`config.mk`:
```
export PLATFORM = sky130hd
export DESIGN_NAME = alu_sequencer
export DESIGN_NICKNAME = d
export VERILOG_FILES = /design/src/rtl/alu_pkg.sv /design/src/rtl/alu_sequencer.sv
export SDC_FILE = /design/constraint.sdc
export NUM_CORES = 1
export LEC_CHECK = 0
export BUFFER_PORTS_ARGS = -buffer_cell sky130_fd_sc_hd__buf_2
export CORE_ASPECT_RATIO = 0.7
export CORE_MARGIN = 3
export CORE_UTILIZATION = 42
export CTS_BUF_LIST = sky130_fd_sc_hd__clkbuf_16
export CTS_CLUSTER_SIZE = 40
export DETAILED_ROUTE_END_ITERATION = 10
export PLACE_DENSITY = 0.7
export SKIP_CTS_REPAIR_TIMING = 1
export SLEW_MARGIN = 30
export SYNTH_ARGS = -nofsm -noshare
export SYNTH_HDL_FRONTEND = slang
export SYNTH_SLANG_ARGS = --single-unit
```
`constraint.sdc`:
```
create_clock -name clk -period 1.47 [get_ports clk]
set_input_delay 0.0735 -clock clk [delete_from_list [all_inputs] [get_ports clk]]
set_output_delay 0.0735 -clock clk [all_outputs]
set_load 0.05 [all_outputs]
```
`src/rtl/alu_pkg.sv`:
```
// Shared types for the ALU sequencer: opcode and state enums, flag bit positions,
// and the request legality check.
package alu_pkg;

    typedef enum logic [3:0] {
        OP_ADD = 4'd0,
        OP_SUB = 4'd1,
        OP_MUL = 4'd2,
        OP_DIV = 4'd3,
        OP_MOD = 4'd4,
        OP_OR  = 4'd5,
        OP_AND = 4'd6,
        OP_XOR = 4'd7,
        OP_SHL = 4'd8,
        OP_SHR = 4'd9
    } alu_op_e;

    localparam logic [3:0] OP_LAST = 4'd9;

    typedef enum logic [1:0] {
        IDLE = 2'd0,
        WAIT = 2'd1,
        RESP = 2'd2
    } seq_state_e;

    localparam int FLAG_N = 0;
    localparam int FLAG_Z = 1;
    localparam int FLAG_C = 2;
    localparam int FLAG_O = 3;

    // Division and modulo by zero are refused here so the ALU never sees them.
    function automatic logic op_is_legal(input logic [3:0] op, input logic b_is_zero);
        logic ok;
        if (op > OP_LAST) begin
            ok = 1'b0;
        end else if ((op == 4'(OP_DIV) || op == 4'(OP_MOD)) && b_is_zero) begin
            ok = 1'b0;
        end else begin
            ok = 1'b1;
        end
        return ok;
    endfunction

endpackage

```
`src/rtl/alu_sequencer.sv`:
```
// Initiator for a combinational ALU: one request at a time, fixed-latency capture, held response.
// Optional sticky flag accumulator enabled by defining ALU_STICKY_FLAGS_EN.
module alu_sequencer
    import alu_pkg::*;
#(
    parameter int N       = 4,
    parameter int ALU_LAT = 1
) (
    input  logic         clk,
    input  logic         rst_n,
    input  logic         reqValid,
    output logic         reqReady,
    input  logic [3:0]   reqOp,
    input  logic [N-1:0] reqA,
    input  logic [N-1:0] reqB,
    output logic [3:0]   aluSel,
    output logic [N-1:0] aluA,
    output logic [N-1:0] aluB,
    input  logic [N-1:0] aluResult,
    input  logic [3:0]   aluFlags,
    output logic         rspValid,
    input  logic         rspReady,
    output logic [N-1:0] rspResult,
    output logic [3:0]   rspFlags,
    output logic         rspErr,
    output logic         busy
`ifdef ALU_STICKY_FLAGS_EN
    ,
    input  logic         stickyClr,
    output logic [3:0]   stickyFlags
`endif
);

    localparam int CW = (ALU_LAT < 2) ? 1 : $clog2(ALU_LAT + 1);

    seq_state_e    state_q, state_d;
    logic [CW-1:0] cnt_q, cnt_d;
    logic [3:0]    alu_sel_q, alu_sel_d;
    logic [N-1:0]  alu_a_q, alu_a_d;
    logic [N-1:0]  alu_b_q, alu_b_d;
    logic [N-1:0]  rsp_result_q, rsp_result_d;
    logic [3:0]    rsp_flags_q, rsp_flags_d;
    logic          rsp_err_q, rsp_err_d;
    logic          capture_s;

    // Next-state, operand issue and response capture.
    always_comb begin
        state_d      = state_q;
        cnt_d        = cnt_q;
        alu_sel_d    = alu_sel_q;
        alu_a_d      = alu_a_q;
        alu_b_d      = alu_b_q;
        rsp_result_d = rsp_result_q;
        rsp_flags_d  = rsp_flags_q;
        rsp_err_d    = rsp_err_q;
        capture_s    = 1'b0;
        case (state_q)
            IDLE: begin
                if (reqValid) begin
                    if (op_is_legal(reqOp, reqB == {N{1'b0}})) begin
                        alu_sel_d = reqOp;
                        alu_a_d   = reqA;
                        alu_b_d   = reqB;
                        cnt_d     = CW'(ALU_LAT);
                        state_d   = WAIT;
                    end else begin
                        // Rejected: the ALU inputs keep whatever was last issued.
                        rsp_err_d    = 1'b1;
                        rsp_result_d = {N{1'b0}};
                        rsp_flags_d  = 4'b0000;
                        state_d      = RESP;
                    end
                end else begin
                    state_d = IDLE;
                end
            end
            WAIT: begin
                if (cnt_q == CW'(1)) begin
                    capture_s    = 1'b1;
                    rsp_result_d = aluResult;
                    rsp_flags_d  = aluFlags;
                    rsp_err_d    = 1'b0;
                    cnt_d        = {CW{1'b0}};
                    state_d      = RESP;
                end else begin
                    cnt_d = cnt_q - CW'(1);
                end
            end
            RESP: begin
                if (rspReady) begin
                    state_d = IDLE;
                end else begin
                    state_d = RESP;
                end
            end
            default: begin
                state_d = IDLE;
            end
        endcase
    end

    // State and datapath registers.
    always_ff @(posedge clk or negedge rst_n) begin
        if (!rst_n) begin
            state_q      <= IDLE;
            cnt_q        <= {CW{1'b0}};
            alu_sel_q    <= 4'b0000;
            alu_a_q      <= {N{1'b0}};
            alu_b_q      <= {N{1'b0}};
            rsp_result_q <= {N{1'b0}};
            rsp_flags_q  <= 4'b0000;
            rsp_err_q    <= 1'b0;
        end else begin
            state_q      <= state_d;
            cnt_q        <= cnt_d;
            alu_sel_q    <= alu_sel_d;
            alu_a_q      <= alu_a_d;
            alu_b_q      <= alu_b_d;
            rsp_result_q <= rsp_result_d;
            rsp_flags_q  <= rsp_flags_d;
            rsp_err_q    <= rsp_err_d;
        end
    end

    assign reqReady  = (state_q == IDLE);
    assign rspValid  = (state_q == RESP);
    assign busy      = (state_q != IDLE);
    assign aluSel    = alu_sel_q;
    assign aluA      = alu_a_q;
    assign aluB      = alu_b_q;
    assign rspResult = rsp_result_q;
    assign rspFlags  = rsp_flags_q;
    assign rspErr    = rsp_err_q;

`ifdef ALU_STICKY_FLAGS_EN
    logic [3:0] sticky_q, sticky_d;

    // Sticky accumulation; a clear coinciding with a capture keeps only the new flags.
    always_comb begin
        sticky_d = sticky_q;
        if (stickyClr) begin
            sticky_d = capture_s ? aluFlags : 4'b0000;
        end else if (capture_s) begin
            sticky_d = sticky_q | aluFlags;
        end else begin
            sticky_d = sticky_q;
        end
    end

    // Sticky flag register.
    always_ff @(posedge clk or negedge rst_n) begin
        if (!rst_n) begin
            sticky_q <= 4'b0000;
        end else begin
            sticky_q <= sticky_d;
        end
    end

    assign stickyFlags = sticky_q;
`endif

endmodule

```
* Word-level counts from Yosys, hierarchy flattened *
Index checks and enable logic that the tools add are counted.

storage, ports and cells
  bits in registers = 24
  output and inout port bits = 24
  word-level logic and storage cells = 50

cells by class
  add/subtract/negate cells = 1
  magnitude comparators = 1
  eq/ne operators = 8
  muxes and demuxes = 23
  reductions and logical operators = 9

operator list
  cell                   number
  $mux W4                4
  $pmux W4 S2            2
  $mux W1                10
  $mux W2                4
  $ne A2 B2 Y1 const B   3
  $pmux W2 S3            1
  $reduce_and A3 Y1      2
  $eq A4 B2 Y1 const B   1
  $eq A4 B3 Y1 const B   1
  $gt A4 B4 Y1 const B   1
  $logic_not A4 Y1       1
  $pmux W1 S2            2
  $reduce_and A4 Y1      1
  $reduce_bool A2 Y1     2
  $eq A2 B1 Y1 const B   1
  $eq A2 B2 Y1 const B   1
  $logic_not A2 Y1       1
  $ne A2 B1 Y1 const B   1
  $logic_and A1 B1 Y1    1
  $logic_or A1 B1 Y1     1
  $sub A1 B1 Y1 const B  1

* Depth between registers and ports, before layout *
Gate-level depths: netlist (run 1).

  depth after elaboration = 10
  depth in mapped cells = 5
  depth with buffers taken out = 4

* Least setup slack after synthesis (run 1) *
No wires, ideal clock.

  path type = register to register
  from = reg state_q[1]
  to = reg alu_a_q[0], in the netlist aluA[0]
  library setup time = 125 ps
  arrival time = 1766 ps
  data required time = 1345 ps
  path slack = -421 ps
  cell stages (with the launch flop) = 6
  path buffers = 1
  period minus slack after synthesis = 1891 ps
  path through = dfrtp_1 nor2_2 nand3_2 nor2_4 buf_12 mux2_4

between the ends
  longest elaborated chain between the ends = 2

ends and longest elaborated chain
  item                                line                  RTL
  start, declared                     alu_sequencer.sv:36   seq_state_e state_q, state_d;
  start signal, assigned              alu_sequencer.sv:114  state_q <= state_d;
  $logic_not A2 Y1                    --
  net reqReady                        alu_sequencer.sv:12   output logic reqReady,
  $reduce_and A3 Y1 (no source line)  --
  end signal, assigned                alu_sequencer.sv:108  alu_a_q <= {N{1'b0}};
  end signal, assigned                alu_sequencer.sv:117  alu_a_q <= alu_a_d;
  end, declared                       alu_sequencer.sv:39   logic [N-1:0] alu_a_q, alu_a_d;

The timed path passes the listed nets, and every way through them passes these cells.
A chain may end at the register's enable or synchronous reset.

* Worst setup path in the final report (run 1) *
  from = reg state_q[0]
  to = reg alu_sel_q[2], in the netlist aluSel[2]

between the ends
  longest elaborated chain between the ends = 2

ends and longest elaborated chain
  item                                line                  RTL
  $logic_not A2 Y1                    alu_sequencer.sv:57   case (state_q)
  $reduce_and A3 Y1 (no source line)  --
  end signal, assigned                alu_sequencer.sv:116  alu_sel_q <= alu_sel_d;
  end, declared                       alu_sequencer.sv:38   logic [3:0] alu_sel_q, alu_sel_d;

Every way passes these cells.

==> results of run 1 <==
## per-layer routing
metal / global-route usage / vias up / share of wire
met1: 0.221 / 473 / 0.45
met3: 0.0700 / 2 / 0.079
li1: - / 467 / -
met4: 0.0390 / 0 / 0.0045
met2: 0.294 / 36 / 0.46
met5: 0 / - / 0
## synth_stat cells (2+ instances only)
library cell                number
sky130_fd_sc_hd__dfrtp_1        24
sky130_fd_sc_hd__o221ai_1        8
sky130_fd_sc_hd__a2bb2oi_1       8
sky130_fd_sc_hd__mux2_2          3
sky130_fd_sc_hd__nor2b_1         2
sky130_fd_sc_hd__mux2_4          9
sky130_fd_sc_hd__nand2_1        11
sky130_fd_sc_hd__o21ai_0         2
sky130_fd_sc_hd__inv_1          10
## how the worst min path moves through the flow
stage,from,endpoint,slack [ns],depth (start not counted)
2_1_floorplan,rst_n,aluA[0],-0.22,0
3_3_place_gp,rst_n,rspResult[1],0.08,1
3_5_place_dp,rst_n,rspResult[1],0.1,1
4_1_cts,rst_n,rspFlags[1],-0.19,1
5_1_grt,reqA[1],aluA[1],0.05,2
6_report,reqA[0],aluA[0],0.05,2
## cells by family (layout without fill, tap and decap cells)
logic type,count (synthesis),in the layout,share of synthesized area
buffers and inverters,14,71,0.0588
multiplexers,12,12,0.144
flip-flops,24,24,0.513
AO/OA/AOI/OAI,25,25,0.180
AND/OR/NAND/NOR,22,22,0.105
## per-stage QoR
step	setup WS, ns	cells	hold slack, ns
final	0.0407	188	0.0461
after global routing	0.00186	188	0.0509
after CTS	0.0281	186	-0.188
after detailed placement	0.0559	182	0.0956
after global placement	0.0833	182	0.0803
after floorplan	-0.191	97	-0.222
## registers in the layout, summed over array words and instances, names as in the netlist
register	cells
aluA	4
aluB	4
aluSel	4
cnt_q	1
rspErr	1
rspFlags	4
rspResult	4
state_q	2
## final cells by class
type                       count  share of cell area
sequential                    24               0.371
multi-input combinational     59               0.317
timing repair buffer          56               0.196
clock buffer                   3              0.0462
tap                           34              0.0262
inverter                      11              0.0254
clock inverter                 1              0.0185
==> run summary, run 1 <==
Fraction of layout cells with a size suffix above 1 -> 0.519
# IOs -> 48
Synthesized area -> 0.00117 mm²
CTS buffer count -> 3
CTS H-tree depth -> 1
Antenna diode count -> 0
Relative slew slack -> 0.640
Worst slew pin tran -> 0.540 ns
WP data required -> 1.61 ns
Dominant cell type by area after synthesis -> sky130_fd_sc_hd__dfrtp_1
Clock insertion delay at the later pin of the skew report -> 0.26 ns
Average cell area after synthesis -> 12.1 µm²
Final count of hold timing violations -> 0
Floorplan row count -> 15
TritonCTS clock tree -> done
#FFs+latches synth -> 24
Critical path launch point -> state_q[0]
Status -> finished clean
Mapped Cells -> 97
Setup slack, reg-to-reg -> 0.04 ns
Register area share after synthesis -> 0.513
Most common library cell in the layout ignoring fill and taps -> sky130_fd_sc_hd__buf_2
Average detailed-routed wire length per instance -> 15.2 µm
Category of the most critical setup path -> flop to flop
Top library cells by usage in the layout, fill and taps aside -> 47 x sky130_fd_sc_hd__buf_2, 23 x sky130_fd_sc_hd__dfrtp_1, 11 x sky130_fd_sc_hd__nand2_1, 10 x sky130_fd_sc_hd__inv_1, 9 x sky130_fd_sc_hd__mux2_4
Worst-case reg-to-reg path depth -> 5
Clk sinks -> 24
Starting density of the core -> 0.459
Nature of the critical path endpoint -> flop
Period utilization -> 0.972
RSZ-0062 raised after global routing -> no
Pin count of the biggest net entering global routing -> 25
Clock skew -> 0.00579 ns
Std-Cell Core Area -> 0.00255 mm²
Data arrival time of the critical path -> 1.57 ns
Vias in the first global route -> 1,048
Avg Vias per Cell -> 5.20
Sum of negative setup slack -> 0 ns
All-layer global routing usage -> 0.178
Max-cap viol count -> 0
Peak clock frequency supported by timing -> 700 MHz
Growth of design area from synthesis to finish -> 38.7%
Share of the synthesized area in the top cell type -> 0.513
Global route overflow -> 0
Detailed-routing iteration count for the pre-antenna-repair pass -> 4
Iteration-0 DRC count of the detailed router -> 46
Hold crit path type -> input port to flop
Dominant cells by area after synthesis -> sky130_fd_sc_hd__dfrtp_1 51%, sky130_fd_sc_hd__mux2_4 12%, sky130_fd_sc_hd__a2bb2oi_1 6.0%, sky130_fd_sc_hd__o221ai_1 6.0%, sky130_fd_sc_hd__nand2_1 3.5%
Mapped Nets -> 121
R2R Path Start -> state_q[0]
Shortest period the worst path allows -> 1.43 ns
Main flop type after synthesis -> sky130_fd_sc_hd__dfrtp_1
Number of buffers on the longest clock path -> 2
Count of distinct cell types in the synthesized netlist -> 29
Horizontal extent of the die -> 69.1 µm
Placer's final routability congestion estimate -> 0.709
Maximum fanout count along the critical path -> 4
Half-perimeter wire length of the detailed placement result -> 2050 µm
Worst-path clk slew -> 0.06 ns
CP Launch Type -> flop
Cell mode on critical path -> sky130_fd_sc_hd__nor2_4
Cell family with the largest share of critical-path delay -> flip-flops
Number of synthesized flops with an enable pin -> 0
Path length in cells of the critical path -> 5
Fin util -> 0.636
Total die area -> 0.00347 mm²
Final Instance Area -> 0.00162 mm²
Count of final max-slew check failures -> 0
Setup Viol. Count Final -> 0
Sequence of cells on the critical path -> nor2_4, nand3_2, nor2_4, buf_4, mux2_2
Total vias in the final route -> 978
Area of the multi-input gates -> 515 µm²
Critical Path Max Stage Delay -> 0.44 ns
Root Buffer Master -> sky130_fd_sc_hd__clkbuf_16
Count of buffers inserted at the top-level ports -> 47
First-pass GRT wire length -> 4870 µm
Capture point of the critical path -> aluSel[2]
Total DRC errors in the routed layout -> 0
Number of nets with antenna violations after detailed routing -> 0
Fillers -> 218
Register Area -> 602 µm²
Buffering stage count on the worst path with inverters included -> 1
Initial antenna violation count -> 0
Routed WL -> 2860 µm
Reg2Reg Capture Point -> aluSel[2]
Chip Height -> 50.2 µm
Nets -> 179
Slowest library cell on the worst path -> sky130_fd_sc_hd__dfrtp_2
Number of warnings issued by yosys -> 0
Asr flop ratio synth -> 1.00
Instance area at placement -> 0.00149 mm²
Power of run 1 is left out: the tool's default activity adds up to more than one toggle a clock period on the data nets, which glitch-free logic cannot reach.
==> run 2: changes to the inputs <==
--- a/config.mk
+++ b/config.mk
@@ -8,11 +8,11 @@
 export BUFFER_PORTS_ARGS = -buffer_cell sky130_fd_sc_hd__buf_2
 export CORE_ASPECT_RATIO = 0.7
 export CORE_MARGIN = 3
-export CORE_UTILIZATION = 42
+export CORE_UTILIZATION = 47
 export CTS_BUF_LIST = sky130_fd_sc_hd__clkbuf_16
 export CTS_CLUSTER_SIZE = 40
 export DETAILED_ROUTE_END_ITERATION = 10
-export PLACE_DENSITY = 0.7
+export PLACE_DENSITY = 0.74
 export SKIP_CTS_REPAIR_TIMING = 1
 export SLEW_MARGIN = 30
 export SYNTH_ARGS = -nofsm -noshare
==> constraint.sdc (replaced) <==
create_clock -name clk -period 1.6 [get_ports clk]
set_input_delay 0.08 -clock clk [delete_from_list [all_inputs] [get_ports clk]]
set_output_delay 0.08 -clock clk [all_outputs]
set_load 0.02 [all_outputs]
==> run summary, run 2 (synthesis gave the netlist of run 1 again) <==
Status -> finished clean
IR Drop Worst-Case VDD -> 1.32 mV
Most common library cell in the layout ignoring fill and taps -> sky130_fd_sc_hd__buf_2
Number of nets with antenna violations after detailed routing -> 0
Maximum fanout count along the critical path -> 6
Leakage power -> 0.000802 µW
Half-perimeter wire length of the detailed placement result -> 2080 µm
Count of final max-slew check failures -> 0
Category of the most critical setup path -> flop to flop
CTS buffer count -> 3
Met3 demand-to-capacity share in global routing -> 0.0563
Total vias in the final route -> 986
Antenna diode count -> 0
All-layer global routing usage -> 0.183
Total die area -> 0.00314 mm²
Initial antenna violation count -> 0
Met1 GRT Util -> 0.228
Clk sinks -> 24
Root Buffer Master -> sky130_fd_sc_hd__clkbuf_16
Worst-case reg-to-reg path depth -> 5
PD cells -> 2170 mW/mm²
Count of buffers inserted at the top-level ports -> 47
Final Instance Area -> 0.00156 mm²
Peak-usage layer in the global routing report -> met2
Avg Vias per Cell -> 5.36
Total DRC errors in the routed layout -> 0
Hold Worst Slack -> 0.0577 ns
Hold crit path type -> input port to flop
Fraction of layout cells with a size suffix above 1 -> 0.493
Growth of design area from synthesis to finish -> 33.2%
Shortest period the worst path allows -> 1.51 ns
RSZ-0062 raised after global routing -> no
Global route overflow -> 0
Iteration-0 DRC count of the detailed router -> 52
Std-Cell Core Area -> 0.00226 mm²
Instance area at placement -> 0.00147 mm²
Period utilization -> 0.945
Floorplan row count -> 14
Data arrival time of the critical path -> 1.65 ns
Worst-path clk slew -> 0.06 ns
Worst slew pin tran -> 0.629 ns
Starting density of the core -> 0.518
# IOs -> 48
Nature of the critical path endpoint -> flop
Final count of hold timing violations -> 0
Average detailed-routed wire length per instance -> 14.8 µm
Sum of negative setup slack -> 0 ns
CP Launch Type -> flop
Number of buffers on the longest clock path -> 2
First-pass GRT wire length -> 4300 µm
Placer's final routability congestion estimate -> 0.790
Setup Viol. Count Final -> 0
CTS H-tree depth -> 1
Routed WL -> 2720 µm
Peak clock frequency supported by timing -> 661 MHz
Post-layout power -> 3380 µW
Chip Height -> 47.8 µm
Cell depth of the worst hold path -> 2
Pin count of the biggest net entering global routing -> 25
Top library cells by usage in the layout, fill and taps aside -> 47 x sky130_fd_sc_hd__buf_2, 24 x sky130_fd_sc_hd__dfrtp_1, 11 x sky130_fd_sc_hd__nand2_1, 10 x sky130_fd_sc_hd__inv_1, 9 x sky130_fd_sc_hd__mux2_4
Nets -> 177
Relative slew slack -> 0.580
Max-cap viol count -> 0
WP data required -> 1.74 ns
Clock skew -> 0.00267 ns
Clock insertion delay at the later pin of the skew report -> 0.25 ns
Detailed-routing iteration count for the pre-antenna-repair pass -> 4
TritonCTS clock tree -> done
GR Util met2 -> 0.329
Horizontal extent of the die -> 65.7 µm
Vias in the first global route -> 932
[run 2: changes by cell type in the layout (fill, tap and decap cells not counted), sizes merged]
cell    before  now
clkinv       1    2
bufinv       1    0
buf         55   53
[run 2: worst max-delay path, stage by stage, from the launching register on]
cell,delay (ns)
sky130_fd_sc_hd__dfrtp_1,0.42
sky130_fd_sc_hd__nor2_4,0.18
sky130_fd_sc_hd__nand3_2,0.12
sky130_fd_sc_hd__nor2_4,0.16
sky130_fd_sc_hd__buf_4,0.19
sky130_fd_sc_hd__mux2_4,0.31
[run 2: layer usage]
| metal | routed length, µm | share of wire |
|---|---|---|
| met2 | 1330 | 0.49 |
| met4 | 0 | 0 |
| met5 | 0 | 0 |
| met3 | 185 | 0.068 |
| met1 | 1200 | 0.44 |
[run 2: final timing paths]
check                      startpoint     endpoint  slack, ns
max in group asynchronous       rst_n    aluSel[0]       0.90
min reg2reg                   aluA[2]      aluA[2]       0.51
min in group asynchronous       rst_n  rspFlags[0]       0.34
min                           reqA[0]      aluA[0]       0.06
max reg2reg                state_q[0]      aluB[2]       0.09
max                        state_q[0]      aluB[2]       0.09
[run 2: power breakdown]
part	total, µW	switching (µW)	leakage [µW]	internal [µW]
Combinational	1760	988	0.000475	776
Clock	528	195	0.0000385	333
Sequential	1090	184	0.000289	908
Total	3380	1370	0.000802	2020
[run 2: final cells by class]
cell class	count	area, µm²
fill	175	699
sequential	24	601
multi-input combinational	59	509
timing repair buffer	54	290
clock buffer	3	75.1
inverter	11	41.3
tap	32	40.0
clock inverter	1	3.75
[run 2: through the flow]
| step | cells | utilization | worst slack [ns] |
|---|---|---|---|
| finish | 184 | 0.690 | 0.0874 |
| global route | 184 | 0.690 | 0.00446 |
| CTS | 183 | 0.685 | 0.0799 |
| detailed placement | 179 | 0.650 | 0.0804 |
| global placement | 179 | 0.650 | 0.150 |
| floorplan | 97 | - | 0.0999 |
Power figures use the tool's default switching activity.
